**src/rtl/sw_stream_pkg.sv**
```systemverilog
// Shared constants and types for the Smith-Waterman stream endpoint:
// header field layout, result word layout and the parser state encoding.
package sw_stream_pkg;

  // Inbound header word field positions
  localparam int HDR_REF_LSB  = 0;
  localparam int HDR_REF_W    = 32;
  localparam int HDR_ID_LSB   = 32;
  localparam int HDR_ID_W     = 16;
  localparam int HDR_QLEN_LSB = 64;
  localparam int HDR_QLEN_W   = 7;
  localparam int HDR_THR_LSB  = 96;
  localparam int HDR_THR_W    = 32;

  // Outbound result word layout
  localparam int RES_ID_LSB  = 32;
  localparam int RES_LOC_LSB = 0;
  localparam int RES_ID_W    = 16;
  localparam int RES_LOC_W   = 32;
  localparam int RES_ENTRY_W = RES_ID_W + RES_LOC_W;

  // Parser states: expect header, expect query, present job to core
  typedef enum logic [1:0] {
    HDR   = 2'd0,
    QRY   = 2'd1,
    ISSUE = 2'd2
  } rx_state_t;

endpackage

```
**src/rtl/sw_result_fifo.sv**
```systemverilog
// Circular result buffer between the aligner core and the outbound stream.
// Output data comes straight from the storage array (no fall-through) and
// reads as zero whenever the buffer is empty.
module sw_result_fifo #(
  parameter int DEPTH = 4,
  parameter int WIDTH = 48,
  parameter int CW    = $clog2(DEPTH) + 1
) (
  input  logic             clk,
  input  logic             rst,
  input  logic             push,
  input  logic [WIDTH-1:0] push_data,
  input  logic             pop,
  output logic             out_valid,
  output logic [WIDTH-1:0] out_data,
  output logic [CW-1:0]    count
);

  localparam int AW = $clog2(DEPTH);

  logic [WIDTH-1:0] mem [DEPTH];
  logic [AW-1:0]    wr_ptr;
  logic [AW-1:0]    rd_ptr;
  logic             overflow;
  logic             do_push;
  logic             do_pop;

  // A push into a completely full buffer is dropped; a pop needs data
  assign do_push = push && (count != CW'(DEPTH));
  assign do_pop  = pop && (count != '0);

  // Storage array; contents only matter where the count says they are valid
  always_ff @(posedge clk) begin
    if (do_push) mem[wr_ptr] <= push_data;
  end

  // Pointers wrap naturally because DEPTH is a power of two
  always_ff @(posedge clk) begin
    if (rst) begin
      wr_ptr   <= '0;
      rd_ptr   <= '0;
      count    <= '0;
      overflow <= 1'b0;
    end else begin
      if (do_push) wr_ptr <= wr_ptr + 1'b1;
      if (do_pop)  rd_ptr <= rd_ptr + 1'b1;
      case ({do_push, do_pop})
        2'b10:   count <= count + 1'b1;
        2'b01:   count <= count - 1'b1;
        default: count <= count;
      endcase
      if (push && (count == CW'(DEPTH))) overflow <= 1'b1;
    end
  end

  assign out_valid = (count != '0);
  assign out_data  = out_valid ? mem[rd_ptr] : '0;

  // The core must never deliver a result into a completely full buffer
  assert property (@(posedge clk) disable iff (rst) !overflow);

endmodule

```
**src/rtl/sw_query_stream_rx.sv**
```systemverilog
// Host stream channel endpoint: parses {header, query} word pairs into one
// aligner job each, and returns per-query results as 128-bit stream words.
module sw_query_stream_rx
  import sw_stream_pkg::*;
#(
  parameter int W          = 128,
  parameter int QUERY_BITS = 128,
  parameter int RES_DEPTH  = 4
) (
  input  logic                  clk,
  input  logic                  rst,
  input  logic                  si_valid,
  output logic                  si_rdy,
  input  logic [W-1:0]          si_data,
  output logic                  so_valid,
  input  logic                  so_rdy,
  output logic [W-1:0]          so_data,
  output logic                  job_valid,
  input  logic                  job_rdy,
  output logic [QUERY_BITS-1:0] job_query,
  output logic [6:0]            job_qlen,
  output logic [31:0]           job_ref_words,
  output logic [31:0]           job_threshold,
  output logic [15:0]           job_id,
  input  logic                  res_valid,
  input  logic [15:0]           res_id,
  input  logic [31:0]           res_loc,
  output logic                  res_full
);

  localparam int CW = $clog2(RES_DEPTH) + 1;

  rx_state_t              state_q;
  rx_state_t              state_d;
  logic                   hdr_load;
  logic                   qry_load;
  logic [CW-1:0]          res_count;
  logic [RES_ENTRY_W-1:0] fifo_dout;

  // Parser state register
  always_ff @(posedge clk) begin
    if (rst) state_q <= HDR;
    else     state_q <= state_d;
  end

  // Next state and handshakes; nothing is accepted or offered while in reset
  always_comb begin
    state_d   = state_q;
    si_rdy    = 1'b0;
    job_valid = 1'b0;
    hdr_load  = 1'b0;
    qry_load  = 1'b0;
    if (!rst) begin
      case (state_q)
        HDR: begin
          si_rdy = 1'b1;
          if (si_valid) begin
            hdr_load = 1'b1;
            state_d  = QRY;
          end
        end
        QRY: begin
          si_rdy = 1'b1;
          if (si_valid) begin
            qry_load = 1'b1;
            state_d  = ISSUE;
          end
        end
        ISSUE: begin
          job_valid = !res_full;
          if (!res_full && job_rdy) state_d = HDR;
        end
        default: state_d = HDR;
      endcase
    end
  end

  // Job fields are captured from the stream and held stable until replaced
  always_ff @(posedge clk) begin
    if (rst) begin
      job_ref_words <= '0;
      job_id        <= '0;
      job_qlen      <= '0;
      job_threshold <= '0;
      job_query     <= '0;
    end else begin
      if (hdr_load) begin
        job_ref_words <= si_data[HDR_REF_LSB  +: HDR_REF_W];
        job_id        <= si_data[HDR_ID_LSB   +: HDR_ID_W];
        job_qlen      <= si_data[HDR_QLEN_LSB +: HDR_QLEN_W];
        job_threshold <= si_data[HDR_THR_LSB  +: HDR_THR_W];
      end
      if (qry_load) job_query <= si_data[QUERY_BITS-1:0];
    end
  end

  sw_result_fifo #(
    .DEPTH (RES_DEPTH),
    .WIDTH (RES_ENTRY_W),
    .CW    (CW)
  ) u_result_fifo (
    .clk       (clk),
    .rst       (rst),
    .push      (res_valid),
    .push_data ({res_id, res_loc}),
    .pop       (so_rdy),
    .out_valid (so_valid),
    .out_data  (fifo_dout),
    .count     (res_count)
  );

  assign so_data  = {{(W - RES_ENTRY_W){1'b0}}, fifo_dout};
  assign res_full = (res_count >= CW'(RES_DEPTH - 1));

endmodule

```
**config.mk**
```make
export PLATFORM = sky130hd
export DESIGN_NAME = sw_query_stream_rx
export DESIGN_NICKNAME = d
export VERILOG_FILES = /design/src/rtl/sw_stream_pkg.sv /design/src/rtl/sw_result_fifo.sv /design/src/rtl/sw_query_stream_rx.sv
export SDC_FILE = /design/constraint.sdc
export NUM_CORES = 1
export LEC_CHECK = 0
export CAP_MARGIN = 5
export CORE_AREA = 2 2 205 207
export CTS_BUF_LIST = sky130_fd_sc_hd__clkbuf_4
export DETAILED_ROUTE_END_ITERATION = 8
export DIE_AREA = 0 0 207 209
export PLACE_DENSITY = 0.73
export SLEW_MARGIN = 40
export SYNTH_ARGS = -nofsm -noshare
export SYNTH_HDL_FRONTEND = slang
export SYNTH_SLANG_ARGS = --single-unit
export TNS_END_PERCENT = 30
```
**constraint.sdc**
```tcl
create_clock -name clk -period 2.4 [get_ports clk]
set_clock_uncertainty 0.1 [all_clocks]
set_input_delay 0.48 -clock clk [delete_from_list [all_inputs] [get_ports clk]]
set_output_delay 0.48 -clock clk [all_outputs]
set_load 0.01 [all_outputs]
```
## After elaboration in Yosys (flattened, before gate mapping)

Memory sizes are Yosys's and may differ from the RTL's. A register that Yosys moved wholly into a read port is not among the register bits.
Cells that the tools add are included.

- Register bits: 224
- Bits of input ports: 182
- RAM bits: 192
- Word-level logic and storage cells: 51
- Output and inout bits: 347
- Memories kept: 1

Memory list:

| memory | depth | width | rd ports | clocked after memory_dff | wr ports | line | source |
|---|---|---|---|---|---|---|---|
| u_result_fifo.mem | 4 | 48 | 1 | 1 | 1 | sw_result_fifo.sv:21 | `logic [WIDTH-1:0] mem [DEPTH];` |

- Equal/unequal tests: 8
- Reduce and logical (&&, ||, !) cells: 9
- Add/subtract/negate cells: 4
- Order comparisons: 1
- Mux-type cells: 19

Operator list:

| operator | number |
|---|---|
| $mux 48 | 1 |
| $mux 1 | 11 |
| $mux 2 | 5 |
| $ne 2x2->1 const B | 3 |
| $pmux 2 s3 | 1 |
| $pmux 3 s2 | 1 |
| $add 2x1->2 const B | 2 |
| $eq 2x1->1 const B | 2 |
| $eq 2x2->1 const B | 2 |
| $add 3x1->3 const B | 1 |
| $ge 3x2->1 const B | 1 |
| $logic_and 1x1->1 | 3 |
| $ne 3x3->1 const B | 1 |
| $reduce_and 3->1 | 1 |
| $reduce_bool 3->1 | 1 |
| $sub 3x1->3 const B | 1 |
| $logic_not 2->1 | 1 |
| $reduce_bool 2->1 | 1 |
| $reduce_or 2->1 | 1 |
| $logic_not 1->1 | 1 |

## Logic depth before layout (Yosys ltp)

- Depth in word-level cells: 5
- Mapped depth: 9
- Mapped depth without buffers: 9

## Cells and area by module

A second synthesis with hierarchy kept.

- Cell total of the unflattened synthesis: 1,382
- Area, all modules: 16,429.5 um^2

Modules (own cells, without submodules):

| module | instances | cells an instance | seq. area each (um^2) | area each (um^2) |
|---|---|---|---|---|
| sw_query_stream_rx | 1 | 1,025 | 4,344.2 | 8,715.9 |
| sw_result_fifo | 1 | 357 | 5,945.7 | 7,713.6 |

## Worst setup path before layout

No wires, ideal clock.

- Path type: reg-to-reg
- From: reg u_result_fifo.count[0]
- To: mem u_result_fifo.mem[2][0] (enable)
- Arrival time: 2.080 ns
- Data required time: 1.890 ns
- Buffers on the path: 0
- Cell stages (with the launch flop): 4
- Clock period less this slack: 2.591 ns
- Library setup time: 0.410 ns
- Setup slack: -0.191 ns
- Cell sequence: dfxtp_1 -> inv_1 -> a31oi_1 -> and2_1

- Cells in the longest elaborated chain, start to end: 4

RTL lines:

| element | line | source |
|---|---|---|
| start: declaration | sw_result_fifo.sv:16 | `output logic [CW-1:0] count` |
| start signal: assignment | sw_result_fifo.sv:48 | `2'b10: count <= count + 1'b1;` |
| start signal: assignment | sw_result_fifo.sv:49 | `2'b01: count <= count - 1'b1;` |
| start signal: assignment | sw_result_fifo.sv:50 | `default: count <= count;` |
| $ne 3x3->1 | sw_result_fifo.sv:29 | `assign do_push = push && (count != CW'(DEPTH));` |
| $logic_and 1x1->1 | sw_result_fifo.sv:29 |  |
| $mux 1 | sw_result_fifo.sv:34 | `if (do_push) mem[wr_ptr] <= push_data;` |
| $mux 1 (not written as such) | sw_result_fifo.sv:34 |  |
| end: declaration | sw_result_fifo.sv:21 |  |

No other way between the ends.

==> impl_metrics.prom <==
# TYPE chip_impl_metric gauge
chip_impl_metric{name="yosysWarnings",unit=""} 0
chip_impl_metric{name="global_route_total_usage_across_every_layer",unit="%"} 20.73
chip_impl_metric{name="worst_slew_pin_slew",unit="ns"} 0.8605
chip_impl_metric{name="detailroute.via_count",unit=""} 11970
chip_impl_metric{name="routed_wire_length_per_instance",unit="um"} 18.08
chip_impl_metric{name="max_cap_violations",unit=""} 0
chip_impl_metric{name="overflow",unit=""} 0
chip_impl_info{name="failed_checks",value="negative setup slack"} 1
chip_impl_metric{name="timing.critical_path.required",unit="ns"} 1.82
chip_impl_info{name="cts_tree",value="done"} 1
chip_impl_metric{name="grt_max_degree",unit=""} 199
chip_impl_info{name="clock_tree.root_cell",value="clkbuf_4"} 1
chip_impl_metric{name="seq_area_frac_synth",unit="%"} 63.91
chip_impl_metric{name="ioPinCount",unit=""} 529
chip_impl_metric{name="critPathArrivalTime",unit="ns"} 2.28
chip_impl_metric{name="ctsLongestPathBuffers",unit=""} 3
chip_impl_metric{name="detailed_place.area",unit="um2"} 21170
chip_impl_metric{name="dieArea",unit="um2"} 43260
chip_impl_info{name="cpMostUsedCell",value="buf_6"} 1
chip_impl_metric{name="finish.instance_area",unit="um2"} 22740
chip_impl_metric{name="sequential_group_share_of_total_power",unit="%"} 42.6
chip_impl_metric{name="drt-initial-drc-count",unit=""} 640
chip_impl_metric{name="power_density",unit="nW/um2"} 853.9
chip_impl_info{name="worstHoldStart",value="si_data[55]"} 1
chip_impl_metric{name="postLayoutCoreUtil",unit="%"} 55.06
chip_impl_metric{name="hold-path-cell-count",unit=""} 3
chip_impl_metric{name="setup_viol_count_final",unit=""} 50
chip_impl_metric{name="internal",unit="mW"} 13.93
chip_impl_info{name="worst_path_max_delay_cell",value="mux4_2"} 1
chip_impl_metric{name="crit_path_max_incr_delay",unit="ns"} 0.50
chip_impl_metric{name="post-route-min-period",unit="ns"} 2.861
chip_impl_metric{name="r2r_setup_slack",unit="ns"} 0.27
chip_impl_info{name="post-synth-top-area-cell",value="edfxtp_1"} 1
chip_impl_metric{name="post_synth_cell_types",unit=""} 33
chip_impl_metric{name="r2r_cells",unit=""} 9
chip_impl_metric{name="cell_area_after_synthesis",unit="um2"} 16100
chip_impl_metric{name="synth_async_sr_flop_share",unit="%"} 0
chip_impl_metric{name="synth_top_area_share",unit="%"} 35.81
chip_impl_metric{name="synth_enable_flop_cells",unit=""} 192
chip_impl_info{name="grt_setup_unrepaired",value="yes"} 1
chip_impl_metric{name="remaining_drc_errors",unit=""} 0
chip_impl_metric{name="number_of_h_tree_levels",unit=""} 3
chip_impl_metric{name="core_region_area",unit="um2"} 41290
chip_impl_metric{name="synth.ff_latch_count",unit=""} 418
chip_impl_info{name="ys_flop_type",value="dfxtp_1"} 1
chip_impl_info{name="netlist_top_cells_area",value="edfxtp_1 (36%), dfxtp_1 (28%), nand2_1 (7.1%)"} 1
chip_impl_metric{name="area_delta_synth_final",unit="%"} 41.20
chip_impl_metric{name="peakVddDrop",unit="mV"} 0.4112
chip_impl_info{name="outcome",value="finished with violations"} 1
chip_impl_metric{name="power.net_switching",unit="mW"} 5.486
chip_impl_metric{name="rows",unit=""} 75
chip_impl_metric{name="setup_slack",unit="ns"} -0.4608
chip_impl_info{name="most_frequent_cells_in_the_layout",value="nand2_1 (304), clkdlybuf4s50_1 (303), dfxtp_1 (220), edfxtp_1 (192), clkbuf_4 (147)"} 1
chip_impl_info{name="cp_cell_sequence",value="buf_6, buf_12, buf_16, mux4_2, nor2b_4, buf_6"} 1
chip_impl_metric{name="syn_area_per_cell",unit="um2"} 11.63
chip_impl_metric{name="cp_max_fo",unit=""} 4
chip_impl_metric{name="worstSkewPairLatency",unit="ns"} 0.84
chip_impl_info{name="cp-end-kind",value="output pin"} 1
chip_impl_metric{name="relSlewSlack",unit="%"} 42.63
chip_impl_metric{name="cellLeakagePower",unit="nW"} 8.827
chip_impl_metric{name="initial_utilization",unit="%"} 39.00
chip_impl_metric{name="antenna_found_initial",unit=""} 8
chip_impl_metric{name="cts.reportedPaths.clkPinSlew",unit="ns"} 0.06
chip_impl_metric{name="postSynthCellCount",unit=""} 1384
chip_impl_info{name="regToRegEndpoint",value="u_result_fifo.count[2]"} 1
chip_impl_info{name="setup.worst_path.class",value="reg2out"} 1
chip_impl_metric{name="switching_share",unit="%"} 28.26
chip_impl_metric{name="drt-total-wl",unit="mm"} 45.74
chip_impl_metric{name="cts_inserted_buffers",unit=""} 104
chip_impl_metric{name="dp.cells",unit=""} 2321
chip_impl_info{name="hold_path.class",value="in2reg"} 1
chip_impl_metric{name="timing.final.crit_share",unit="%"} 119.2
chip_impl_metric{name="dp_hpwl",unit="mm"} 30.55
chip_impl_info{name="final_common_cell",value="nand2_1"} 1
chip_impl_metric{name="power.clock.fraction",unit="%"} 30.3
chip_impl_metric{name="pre_cts_worst_setup_slack",unit="ns"} -0.1222
chip_impl_info{name="worst_r2r_startpoint",value="u_result_fifo.count[0]"} 1
chip_impl_metric{name="grt_pass1_vias",unit=""} 12320
chip_impl_info{name="crit_family",value="multiplexers"} 1
chip_impl_metric{name="final_nets",unit=""} 2091
chip_impl_metric{name="maxClockFrequency",unit="MHz"} 349.6
chip_impl_metric{name="die_h",unit="um"} 209
chip_impl_metric{name="nFillCells",unit=""} 3446
chip_impl_info{name="worstSetupStartpointType",value="flop"} 1
chip_impl_metric{name="firstDrtPassIters",unit=""} 5
chip_impl_metric{name="globalplace.congestion",unit=""} 0.8881
chip_impl_metric{name="comb_power_share",unit="%"} 27.1
chip_impl_metric{name="die_w",unit="um"} 207
chip_impl_metric{name="slew_viol_final",unit=""} 0
chip_impl_metric{name="layout.cells.non_filler",unit=""} 2530
chip_impl_metric{name="via_density_per_instance",unit=""} 4.733
chip_impl_metric{name="drive_above_1_share",unit="%"} 17.30
chip_impl_metric{name="route.antenna.remaining_nets",unit=""} 0
chip_impl_metric{name="global_route_wire_length_before_repair",unit="mm"} 69.50
chip_impl_metric{name="clkSinkCount",unit=""} 418
chip_impl_metric{name="numPortBuffers",unit=""} 448
chip_impl_metric{name="timing.final.hold_violations",unit=""} 0
chip_impl_metric{name="cp.buffers_inverters",unit=""} 4
chip_impl_info{name="hold-path-endpoint",value="job_query[55]"} 1
## metrics by stage
stage / setup TNS (ns) / hold slack [ns] / total power, mW
floorplan: -18.24 / 0.3591 / 10.75
global placement: -0.09817 / 0.3413 / 13.11
detailed placement: -0.1222 / 0.3462 / 13.18
CTS: -28.01 / 0.01005 / 19.59
global route: -26.64 / 0.03977 / 20.41
finish: -20.39 / 0.09737 / 19.41
## final cells by class
| cell class | instances | area (um2) | share of cell area (%) |
|---|---|---|---|
| Antenna cell | 8 | 20.02 | 0.08805 |
| Clock buffer | 147 | 1104 | 4.854 |
| Clock inverter | 39 | 219.0 | 0.9631 |
| Inverter | 10 | 37.54 | 0.1651 |
| Multi-Input combinational cell | 867 | 5192 | 22.84 |
| Sequential cell | 418 | 10300 | 45.32 |
| Tap cell | 539 | 674.4 | 2.966 |
| Timing Repair Buffer | 502 | 5184 | 22.80 |
## worst register-to-register path, stage by stage (launching register included)
cell	delay, ns
dfxtp_4	0.38
inv_1	0.12
a31oi_1	0.12
inv_1	0.07
ha_1	0.17
inv_1	0.06
fa_1	0.40
xor2_1	0.18
or3_1	0.31
a21oi_1	0.16
## power by group through the flow
stage,sequential (mW),combinational [mW],clock (mW)
3_5_place_dp,8.40,4.78,0
6_report,8.27,5.27,5.88
4_1_cts,8.25,5.25,6.09
5_1_grt,8.31,5.63,6.47
3_3_place_gp,8.37,4.74,0
2_1_floorplan,8.43,2.32,0
## layer usage
layer / global-route usage (%) / share of wire (%) / wire length, um / vias up
met5: 0 / 0 / 0 / -
met4: 8.744 / 2.5 / 1142 / 0
met3: 9.483 / 11 / 4950 / 60
met2: 33.56 / 49 / 22430 / 496
met1: 23.74 / 38 / 17210 / 5757
li1: - / - / - / 5661
## state kept, by name, indices dropped and copies added, names as in the netlist, named ones only
| signal | cells |
|---|---|
| u_result_fifo.wr_ptr | 2 |
| u_result_fifo.mem | 192 |
| job_qlen | 7 |
| u_result_fifo.count | 3 |
| job_query | 128 |
| job_ref_words | 32 |
| job_threshold | 32 |
| state_q | 2 |
| u_result_fifo.rd_ptr | 2 |
| job_id | 16 |
## worst max-delay path by stage
stage | startpoint | end | slack, ns | cells after the start
finish | flop | so_data[19] | -0.46 | 6
floorplan | u_result_fifo.count[0] | u_result_fifo.mem[0][0] | -0.19 | 3
detailed placement | so_rdy | u_result_fifo.count[2] | -0.12 | 9
CTS | flop | so_data[38] | -0.64 | 6
global route | flop | so_data[26] | -0.58 | 5
global placement | so_rdy | u_result_fifo.count[2] | -0.1 | 9
## cells in the mapped netlist, types with 2 or more instances
| cell | instances |
|---|---|
| mux4_2 | 48 |
| or3_1 | 2 |
| inv_1 | 10 |
| nand2_1 | 304 |
| and2_1 | 4 |
| a21oi_1 | 91 |
| o21ai_0 | 78 |
| xor2_1 | 3 |
| clkbuf_1 | 53 |
| nor2b_1 | 48 |
| o21ai_1 | 52 |
| nor2_1 | 9 |
| buf_4 | 99 |
| edfxtp_1 | 192 |
| nor3_1 | 2 |
| buf_2 | 8 |
| nand2b_1 | 130 |
| ha_1 | 5 |
| buf_1 | 4 |
| dfxtp_1 | 226 |
| buf_6 | 4 |
## cell families (layout without fill, tap and decap cells)
logic type | Yosys count | count (layout) | share of synthesized area (%)
AND/OR/NAND/NOR | 503 | 503 | 14.78
flip-flops | 418 | 418 | 63.91
AO/OA/AOI/OAI | 224 | 224 | 7.009
buffers and inverters | 178 | 698 | 6.706
multiplexers | 50 | 50 | 6.846
adder cells (fa/ha/maj) | 6 | 6 | 0.5129
XOR/XNOR | 4 | 4 | 0.2176
other | 1 | 88 | 0.02329
## what timing repair did
item	CTS	global route
setup buffers	12	2
hold buffers	1	0
cloned	6	0
resized for setup	310	57
hold endpoints to repair	24	0
endpoints found under the setup margin	123	73
pin swaps	0	1
Power figures use the tool's default switching activity.
